File: src/rtl/sonar_pkg.sv
// sonar_pkg: state encoding (also driven on db_state) and default sensor timing.
package sonar_pkg;
    typedef enum logic [3:0] {
        ST_IDLE      = 4'd0,
        ST_TRIG      = 4'd1,
        ST_WAIT_ECHO = 4'd2,
        ST_MEASURE   = 4'd3,
        ST_EVAL      = 4'd4,
        ST_HOLDOFF   = 4'd5,
        ST_DONE      = 4'd6
    } state_t;
    localparam int DEF_CLK_HZ   = 50_000_000;
    localparam int TRIG_US      = 10;
    localparam int ECHO_WAIT_US = 2_000;
    localparam int ECHO_MAX_US  = 30_000;
    localparam int HOLDOFF_US   = 60_000;
    // Echo is a round trip, so one centimetre of range is 1/17000 s of echo.
    localparam int HALF_SOUND_CM_PER_S = 17_000;
    localparam int CM_MAX = 511;
    function automatic int us_to_cyc(input int clk_hz, input int us);
        return (clk_hz / 1_000_000) * us;
    endfunction
endpackage

File: src/rtl/sonar_echo_meter.sv
// sonar_echo_meter: converts echo-high cycles to centimetres, saturating at 511.
// Define SONAR_SCHED_ROUND_EN to round up once the remainder reaches half a centimetre.
module sonar_echo_meter
    import sonar_pkg::*;
#(
    parameter int CYC_PER_CM = 2941
) (
    input  logic       clk_i,
    input  logic       rst_i,
    input  logic       clear_i,
    input  logic       count_i,
    output logic [8:0] cm_o
);
    localparam int RW = $clog2(CYC_PER_CM + 1);
    logic [8:0]    cm_q, cm_d;
    logic [RW-1:0] rem_q, rem_d;
    logic          wrap;
    always_comb begin
        wrap  = rem_q == RW'(CYC_PER_CM - 1);
        rem_d = clear_i ? '0 : !count_i ? rem_q : wrap ? '0 : rem_q + 1'b1;
        cm_d  = clear_i ? '0 : (count_i && wrap && cm_q != 9'(CM_MAX)) ? cm_q + 1'b1 : cm_q;
    end
    always_ff @(posedge clk_i) begin
        if (rst_i) begin
            cm_q  <= '0;
            rem_q <= '0;
        end else begin
            cm_q  <= cm_d;
            rem_q <= rem_d;
        end
    end
`ifdef SONAR_SCHED_ROUND_EN
    assign cm_o = (rem_q >= RW'(CYC_PER_CM / 2) && cm_q != 9'(CM_MAX)) ? cm_q + 1'b1 : cm_q;
`else
    assign cm_o = cm_q;
`endif
endmodule

File: src/rtl/sonar_scheduler.sv
// sonar_scheduler: triggers an ultrasonic sensor, measures echoes and reports N_MATCH in-window readings.
// Optional SONAR_SCHED_ROUND_EN (in sonar_echo_meter) rounds distances instead of truncating.
module sonar_scheduler
    import sonar_pkg::*;
#(
    parameter int CLK_HZ        = DEF_CLK_HZ,
    parameter int TRIG_CYC      = us_to_cyc(CLK_HZ, TRIG_US),
    parameter int CYC_PER_CM    = CLK_HZ / HALF_SOUND_CM_PER_S,
    parameter int ECHO_WAIT_CYC = us_to_cyc(CLK_HZ, ECHO_WAIT_US),
    parameter int ECHO_MAX_CYC  = us_to_cyc(CLK_HZ, ECHO_MAX_US),
    parameter int HOLDOFF_CYC   = us_to_cyc(CLK_HZ, HOLDOFF_US),
    parameter int N_MATCH       = 5
) (
    input  logic       clock,
    input  logic       reset,
    input  logic       start,
    input  logic [8:0] target_cm,
    input  logic [3:0] tol_cm,
    input  logic       echo,
    output logic       trigger,
    output logic [8:0] distance_cm,
    output logic       meas_valid,
    output logic       timeout_err,
    output logic [2:0] match_cnt,
    output logic       done,
    output logic [3:0] db_state
);
    state_t      state_q;
    logic [31:0] cnt_q;
    logic        armed_q, trig_q, valid_q, tmo_q, done_q;
    logic [8:0]  tgt_q, dist_q;
    logic [3:0]  tol_q;
    logic [2:0]  match_q;
    logic [8:0]  cm;
    logic [9:0]  diff;
    logic [2:0]  match_nx;
    logic        meter_clr, meter_cnt;

    // The rising-edge sample in WAIT_ECHO is part of the echo, so it is counted too.
    assign meter_clr = state_q == ST_TRIG;
    assign meter_cnt = echo && ((state_q == ST_WAIT_ECHO && armed_q) || state_q == ST_MEASURE);
    assign diff      = cm >= tgt_q ? {1'b0, cm} - {1'b0, tgt_q} : {1'b0, tgt_q} - {1'b0, cm};
    assign match_nx  = diff <= {6'd0, tol_q} ? match_q + 1'b1 : 3'd0;

    sonar_echo_meter #(.CYC_PER_CM(CYC_PER_CM)) u_meter (
        .clk_i  (clock),
        .rst_i  (reset),
        .clear_i(meter_clr),
        .count_i(meter_cnt),
        .cm_o   (cm)
    );

    always_ff @(posedge clock) begin
        if (reset) begin
            state_q <= ST_IDLE;
            cnt_q   <= '0;
            armed_q <= 1'b0;
            trig_q  <= 1'b0;
            valid_q <= 1'b0;
            tmo_q   <= 1'b0;
            done_q  <= 1'b0;
            tgt_q   <= '0;
            tol_q   <= '0;
            dist_q  <= '0;
            match_q <= '0;
        end else begin
            valid_q <= 1'b0;
            tmo_q   <= 1'b0;
            cnt_q   <= cnt_q + 1'b1;
            case (state_q)
                ST_IDLE: if (start) begin
                    state_q <= ST_TRIG;
                    trig_q  <= 1'b1;
                    cnt_q   <= '0;
                    tgt_q   <= target_cm;
                    tol_q   <= tol_cm;
                    match_q <= '0;
                end
                ST_TRIG: if (cnt_q == 32'(TRIG_CYC - 1)) begin
                    state_q <= start ? ST_WAIT_ECHO : ST_IDLE;
                    trig_q  <= 1'b0;
                    cnt_q   <= '0;
                    armed_q <= 1'b0;
                end
                ST_WAIT_ECHO: begin
                    // An echo still high from before must drop before a rise is accepted.
                    armed_q <= armed_q | !echo;
                    if (echo && armed_q) begin
                        state_q <= start ? ST_MEASURE : ST_IDLE;
                        cnt_q   <= 32'd1;
                    end else if (cnt_q == 32'(ECHO_WAIT_CYC - 1)) begin
                        state_q <= start ? ST_HOLDOFF : ST_IDLE;
                        cnt_q   <= '0;
                        tmo_q   <= start;
                        match_q <= '0;
                    end
                end
                ST_MEASURE: if (!echo) begin
                    state_q <= start ? ST_EVAL : ST_IDLE;
                end else if (cnt_q == 32'(ECHO_MAX_CYC)) begin
                    state_q <= start ? ST_HOLDOFF : ST_IDLE;
                    cnt_q   <= '0;
                    tmo_q   <= start;
                    match_q <= '0;
                end
                ST_EVAL: begin
                    dist_q  <= cm;
                    valid_q <= 1'b1;
                    match_q <= match_nx;
                    cnt_q   <= '0;
                    done_q  <= start && match_nx == 3'(N_MATCH);
                    state_q <= !start ? ST_IDLE : match_nx == 3'(N_MATCH) ? ST_DONE : ST_HOLDOFF;
                end
                ST_HOLDOFF: if (cnt_q == 32'(HOLDOFF_CYC - 1)) begin
                    state_q <= start ? ST_TRIG : ST_IDLE;
                    trig_q  <= start;
                    cnt_q   <= '0;
                end
                ST_DONE: if (!start) begin
                    state_q <= ST_IDLE;
                    done_q  <= 1'b0;
                end
                default: state_q <= ST_IDLE;
            endcase
        end
    end

    assign trigger     = trig_q;
    assign distance_cm = dist_q;
    assign meas_valid  = valid_q;
    assign timeout_err = tmo_q;
    assign match_cnt   = match_q;
    assign done        = done_q;
    assign db_state    = state_q;
endmodule

File: config.mk
export PLATFORM = sky130hd
export DESIGN_NAME = sonar_scheduler
export DESIGN_NICKNAME = d
export VERILOG_FILES = /design/src/rtl/sonar_pkg.sv /design/src/rtl/sonar_echo_meter.sv /design/src/rtl/sonar_scheduler.sv
export SDC_FILE = /design/constraint.sdc
export NUM_CORES = 1
export LEC_CHECK = 0
export BUFFER_PORTS_ARGS = -buffer_cell sky130_fd_sc_hd__buf_2
export CORE_ASPECT_RATIO = 1.75
export CORE_MARGIN = 5
export CORE_UTILIZATION = 40
export DETAILED_ROUTE_END_ITERATION = 10
export PLACE_DENSITY = 0.55
export SLEW_MARGIN = 20
export SYNTH_ARGS = -nofsm -noshare
export SYNTH_HDL_FRONTEND = slang
export SYNTH_SLANG_ARGS = --single-unit
File: constraint.sdc
create_clock -name clock -period 5.9 [get_ports clock]
set_clock_uncertainty 0.15 [all_clocks]
set_input_delay 1.18 -clock clock [delete_from_list [all_inputs] [get_ports clock]]
set_output_delay 1.18 -clock clock [all_outputs]
set_load 0.005 [all_outputs]
After elaboration in Yosys (flattened, before gate mapping)
Index checks and enable logic that the tools add are counted.
{"block": "classes", "addsub": 6, "magnitude_cmp": 2, "n_eq_ne": 23, "n_mux": 46, "bitwise_logic": 1, "n_reduce_logical": 20}
{"cell": "$mux W32", "n": 7}
{"cell": "$pmux W32 S6", "n": 1}
{"cell": "$add A32 B1 Y32 const B", "n": 1}
{"cell": "$eq A32 B17 Y1 const B", "n": 1}
{"cell": "$eq A32 B21 Y1 const B", "n": 1}
{"cell": "$eq A32 B22 Y1 const B", "n": 1}
{"cell": "$eq A32 B9 Y1 const B", "n": 1}
{"cell": "$mux W4", "n": 8}
{"cell": "$pmux W4 S7", "n": 1}
{"cell": "$mux W3", "n": 9}
{"cell": "$sub A9 B9 Y10", "n": 2}
{"cell": "$add A12 B1 Y12 const B", "n": 1}
{"cell": "$eq A12 B12 Y1 const B", "n": 1}
{"cell": "$eq A4 B3 Y1 const B", "n": 3}
{"cell": "$mux W12", "n": 1}
{"cell": "$ne A2 B2 Y1 const B", "n": 6}
{"cell": "$pmux W3 S4", "n": 1}
{"cell": "$reduce_and A6 Y1", "n": 2}
{"cell": "$le A10 B4 Y1", "n": 1}
{"cell": "$mux W1", "n": 10}
{"cell": "$mux W10", "n": 1}
{"cell": "$add A9 B1 Y9 const B", "n": 1}
{"cell": "$ge A9 B9 Y1", "n": 1}
{"cell": "$ne A9 B9 Y1 const B", "n": 1}
{"cell": "21 further kinds", "n": 35}
{"block": "word_totals", "ff_bits": 87, "in_bits": 17, "wordCells": 111}

Longest topological paths before layout
{"block": "logic_depth", "ltp_word": 8, "ltp_mapped": 21}

Cells and area by module
A second synthesis with hierarchy kept.
{"block": "unflattened", "cells_unflattened": 657, "hier_area_um2": 5180.0}
{"mod": "sonar_scheduler", "n_inst": 1, "cells_per_inst": 542, "area_each_um2": 4182.8, "seq_area_each_um2": 1301.2}
{"mod": "sonar_echo_meter", "n_inst": 1, "cells_per_inst": 115, "area_each_um2": 997.2, "seq_area_each_um2": 420.4}

Worst setup path after synthesis
OpenSTA, ideal clock, no wires.
{"block": "synth_timing", "path_type": "register to register", "startpoint": "register u_meter.cm_q[0], in the netlist u_meter.cm_o[0]", "endpoint": "register state_q[0], in the netlist db_state[0]", "arrival_time_ns": 4.198, "required_ns": 5.631, "path_slack_ns": 1.434, "stages_incl_launch_ff": 20, "n_path_buf": 0, "cell_sequence": "dfxtp_1 > inv_1 > ha_1 > inv_1 > fa_1 > a21oi_1 > nor2_1 > o311ai_1 > nand2_1 > mux2_2 > a21oi_1 > o21ai_0 > xor2_1 > ha_1 > a2111oi_0 > nor3_1 > or4_1 > o22ai_2 > a211oi_2 > o221a_1"}
{"block": "synth_via", "elab_chain_cells": 8, "word_cells_on_any_way": 10, "classes_between": "add/sub: 2; order compare: 2; eq/ne: 1; mux: 5"}
{"element": "from (decl)", "line": "sonar_echo_meter.sv:15", "rtl": "logic [8:0] cm_q, cm_d;"}
{"element": "from (signal assigned)", "line": "sonar_echo_meter.sv:28", "rtl": "cm_q <= cm_d;"}
{"element": "$sub A9 B9 Y10 / $ge A9 B9 Y1 (equally long branches)", "line": "sonar_scheduler.sv:42", "rtl": "assign diff = cm >= tgt_q ? {1'b0, cm} - {1'b0, tgt_q} : {1'b0, tgt_q} - {1'b0, cm};"}
{"element": "$mux W10 (*)", "line": "sonar_scheduler.sv:42"}
{"element": "$le A10 B4 Y1 (*)", "line": "sonar_scheduler.sv:43", "rtl": "assign match_nx = diff <= {6'd0, tol_q} ? match_q + 1'b1 : 3'd0;"}
{"element": "$mux W3 (*)", "line": "sonar_scheduler.sv:43"}
{"element": "$eq A3 B3 Y1 (*)", "line": "sonar_scheduler.sv:112", "rtl": "state_q <= !start ? ST_IDLE : match_nx == 3'(N_MATCH) ? ST_DONE : ST_HOLDOFF;"}
{"element": "$mux W2 (*)", "line": "sonar_scheduler.sv:112"}
{"element": "$mux W3 (*)", "line": "sonar_scheduler.sv:112"}
{"element": "$pmux W4 S7 (*)", "line": "sonar_scheduler.sv:70", "rtl": "case (state_q)"}
{"element": "to (signal assigned)", "line": "sonar_scheduler.sv:80", "rtl": "state_q <= start ? ST_WAIT_ECHO : ST_IDLE;"}
{"element": "to (signal assigned)", "line": "sonar_scheduler.sv:112"}
{"element": "to (signal assigned)", "line": "sonar_scheduler.sv:115", "rtl": "state_q <= start ? ST_TRIG : ST_IDLE;"}
{"element": "to (decl)", "line": "sonar_scheduler.sv:28", "rtl": "state_t state_q;"}
Every way passes the cells marked *; elsewhere a longest branch is shown, timed or not.
A chain may end at the register's enable or synchronous reset.

Worst setup path after layout
Same ends and word-level chain as after synthesis.

==> reports/metrics.yaml <==
setup_path:
  rr_endpoint: "db_state[0]$_SDFFE_PP0P_"
  cp-startpoint: "u_meter.cm_o[0]$_SDFFE_PP0P_"
  worstPathRequired_ns: 5.98
  worstPathCellList: "inv_1, ha_1, inv_1, fa_1, a21oi_1, nor2_1, o311ai_1, nand2_1, mux2_2, a21oi_1, o21ai_0, xor2_1, ha_1, a2111oi_0, nor3_1, or4_1, o22ai_2, a211oi_2, o221a_1"
  crit_type: "flop to flop"
  cp-start-kind: "flop"
  cp_slowest_cell: "or4_1"
  worstPathArrival_ns: 5.12
  critical_path.endpoint_type: "flop"
  reg2reg_setup_slack_ns: 0.86
  critPathMaxFanout: 6
  reg2reg_depth: 19
  r2r_start: "u_meter.cm_o[0]$_SDFFE_PP0P_"
  slowest_delay_ns: 0.55
  path_buf_inv: 2
  cp_top_family: "compound AO/OA/AOI/OAI gates"
cts:
  cts_root_buffer: "clkbuf_16"
  hold_buffers: 0
  cts_tree: "done"
  cts_resized: 0
  postCtsSetupRepairBufs: 0
  clk_latency_ns: 0.34
  numCtsBuffers: 9
  clock_sinks: 86
  cts_buffer_depth: 2
  cts_max_level: 3
  clk_pin_slew_ns: 0.07
power_and_ir_drop:
  leakagePower_nw: 2.08
  powerDensity_nw_per_um2: 262
  p_comb_share_pct: 19.9
  swShare_pct: 30.0
  internal_power_mw: 1.03
  p_clk_share_pct: 38.7
  seqPwrFrac_pct: 41.5
  vdd_ir_drop_max_v: 0.000139
  switchingPower_uw: 444
layout:
  post-route-cell-area_um2: 5640
  syn_to_final_growth_pct: 10.2
  final_cell_mix: "dfxtp_1 (86), nand2_1 (76), nor2_1 (75), a21oi_1 (52), inv_1 (39)"
  final_nets: 705
  final-seq-area_um2: 1720
  final_common_cell: "dfxtp_1"
  nFillCells: 1285
  multi_input_area_um2: 3090
  diodes: 0
  drive_gt1_share_pct: 12.8
route:
  detail_route.vias_per_cell: 5.34
  ant_nets: 0
  firstDrtPassIters: 4
  wl_mm: 13.1
  route.vias.total: 4429
  drt_iter0_markers: 199
  drc: 0
  wl_per_cell_um: 15.8
yosys:
  yosysTopAreaCellShare_pct: 33.6
  synth_cells: 640
  synth_adder_area_share_pct: 7.86
  synth_simple_gate_area_share_pct: 28.2
  synth_top_family_by_area: "simple AND/OR/NAND/NOR gates"
  synth_xor_area_share_pct: 8.89
  synth-async-reset-ratio_pct: 0
  synth_top_cell_by_area: "dfxtp_1"
  syn_nets: 688
  ys_seq_elements: 86
  synthTopCellsByArea: "dfxtp_1 (34%), ha_1 (7.1%), nand2_1 (5.6%)"
  synth_area_um2: 5120
  yosys_warnings: 0
  synthMuxAreaShare_pct: 1.81
  synth_edf_count: 0
  avgSynthCellArea_um2: 8.01
  synth_top_flop_cell: "dfxtp_1"
  synth_compound_area_share_pct: 13.4
  ys_types: 70
  synth-seq-area-share_pct: 33.6
min_path:
  hold_depth: 2
  min_path_type: "flop to flop"
  hp-start: "distance_cm[0]$_SDFFE_PP0P_"
  holdPathEnd: "distance_cm[0]$_SDFFE_PP0P_"
global_route:
  overflow: 0
  grt_usage_pct: 18.1
  grt_max_degree: 37
  antenna_found_initial: 0
  grt_pass1_vias: 4582
  grt_pass1_wl_mm: 22.1
outcome:
  status: "finished, final reports clean"
timing:
  hold_violations: 0
  max-slew-margin-rel_pct: 43.2
  setup_viol: 0
  final.setup.tns_ns: 0
  whs_ns: 0.299
  tightest_slew_ns: 0.850
  post-route-period-util_pct: 85.4
  max_freq_ghz: 0.198
  layout_min_cycle_time_ns: 5.04
  maxSlewViolCount: 0
  rsz0062_at_grt: "no"
place:
  place.gp.congestion: 0.992
  place_area_um2: 5350
  hpwl_mm: 10.0
  numPortBuffers: 35
floorplanning:
  die_h_um: 160
  initial_core_util_pct: 41.0
  die_area_um2: 15300
  dieWidth_um: 95.6
  rows: 54
  core_area_um2: 12500
  io_pins: 37
run:
  maxCapViolCount: 0
[worst reg2reg max path, cell delays in order (launching register included)]
cell	delay [ns]
dfxtp_1	0.37
inv_1	0.08
ha_1	0.17
inv_1	0.06
fa_1	0.39
a21oi_1	0.23
nor2_1	0.10
o311ai_1	0.38
nand2_1	0.28
mux2_2	0.34
a21oi_1	0.10
o21ai_0	0.10
xor2_1	0.16
ha_1	0.22
a2111oi_0	0.41
nor3_1	0.12
or4_1	0.55
o22ai_2	0.30
a211oi_2	0.12
o221a_1	0.28
[cell families after synthesis]
logic type                 Yosys count
other                                1
AOI/OAI and AO/OA                  105
buffers and inverters               69
DFF                                 86
xor gates and xnor gates            52
muxes                                9
adders and majority gates           31
and+or+nand+nor                    287
[layer usage]
metal | GRT usage, % | vias to the layer above | share of wire (%)
li1 | - | 2233 | -
met3 | 2.45 | 34 | 2.2
met5 | 0 | - | 0
met4 | 8.29 | 0 | 3.7
met1 | 18.8 | 2091 | 37
met2 | 34.2 | 71 | 57
[how the worst max path moves through the flow]
stage	cells after the start	to	slack, ns
floorplan	19	db_state[0]$_SDFFE_PP0P_	1.43
global placement	19	db_state[0]$_SDFFE_PP0P_	1.11
detailed placement	19	db_state[1]$_SDFFE_PP0P_	0.87
CTS	19	db_state[1]$_SDFFE_PP0P_	0.86
global route	19	db_state[0]$_SDFFE_PP0P_	0.49
finish	19	db_state[0]$_SDFFE_PP0P_	0.86
[power groups by stage]
stage / Clock (mW) / Combinational (mW) / Sequential, mW
5_1_grt: 0.611 / 0.323 / 0.617
3_5_place_dp: 0 / 0.293 / 0.627
4_1_cts: 0.589 / 0.294 / 0.614
2_1_floorplan: 0 / 0.233 / 0.617
3_3_place_gp: 0 / 0.288 / 0.626
6_report: 0.572 / 0.294 / 0.614
[metrics by stage]
step / cells / utilization, % / power, mW / worst slack, ns
detailed placement: 814 / 42.8 / 0.920 / 0.868
global placement: 814 / 42.8 / 0.913 / 1.11
CTS: 830 / 45.1 / 1.50 / 0.860
global route: 830 / 45.2 / 1.55 / 0.488
floorplan: 640 / - / 0.850 / 1.43
finish: 830 / 45.2 / 1.48 / 0.859
[synthesized netlist by cell type (all sizes together), types with 3 or more instances]
master and n:
a211oi 3, a21o 3, a21oi 52, a221o 4, and2 4, and3 12, and4 5, buf 14
clkbuf 16, dfxtp 86, ha 29, inv 39, mux2i 7, nand2 76, nand2b 8, nand3 27
nand3b 3, nand4 21, nor2 86, nor2b 5, nor3 16, nor4 6, nor4b 3, o21ai 14
o21bai 6, or3 7, xnor2 27, xor2 25
[flip-flops by register name (all words and copies together), names as in the netlist]
| signal | count |
|---|---|
| distance_cm | 9 |
| u_meter.cm_o | 9 |
| armed_q | 1 |
| tgt_q | 9 |
| trigger | 1 |
| meas_valid | 1 |
| done | 1 |
| match_cnt | 3 |
| db_state | 3 |
| u_meter.rem_q | 12 |
| timeout_err | 1 |
| tol_q | 4 |
| cnt_q | 32 |
[cell type report]
cell class | count | area share, %
clock buffer | 9 | 3.99
clock inverter | 7 | 1.24
sequential | 86 | 30.5
inverter | 39 | 2.59
multi-input combinational | 485 | 54.7
timing repair buffer | 36 | 3.24
tap | 168 | 3.72
(Power assumes the default switching activity.)
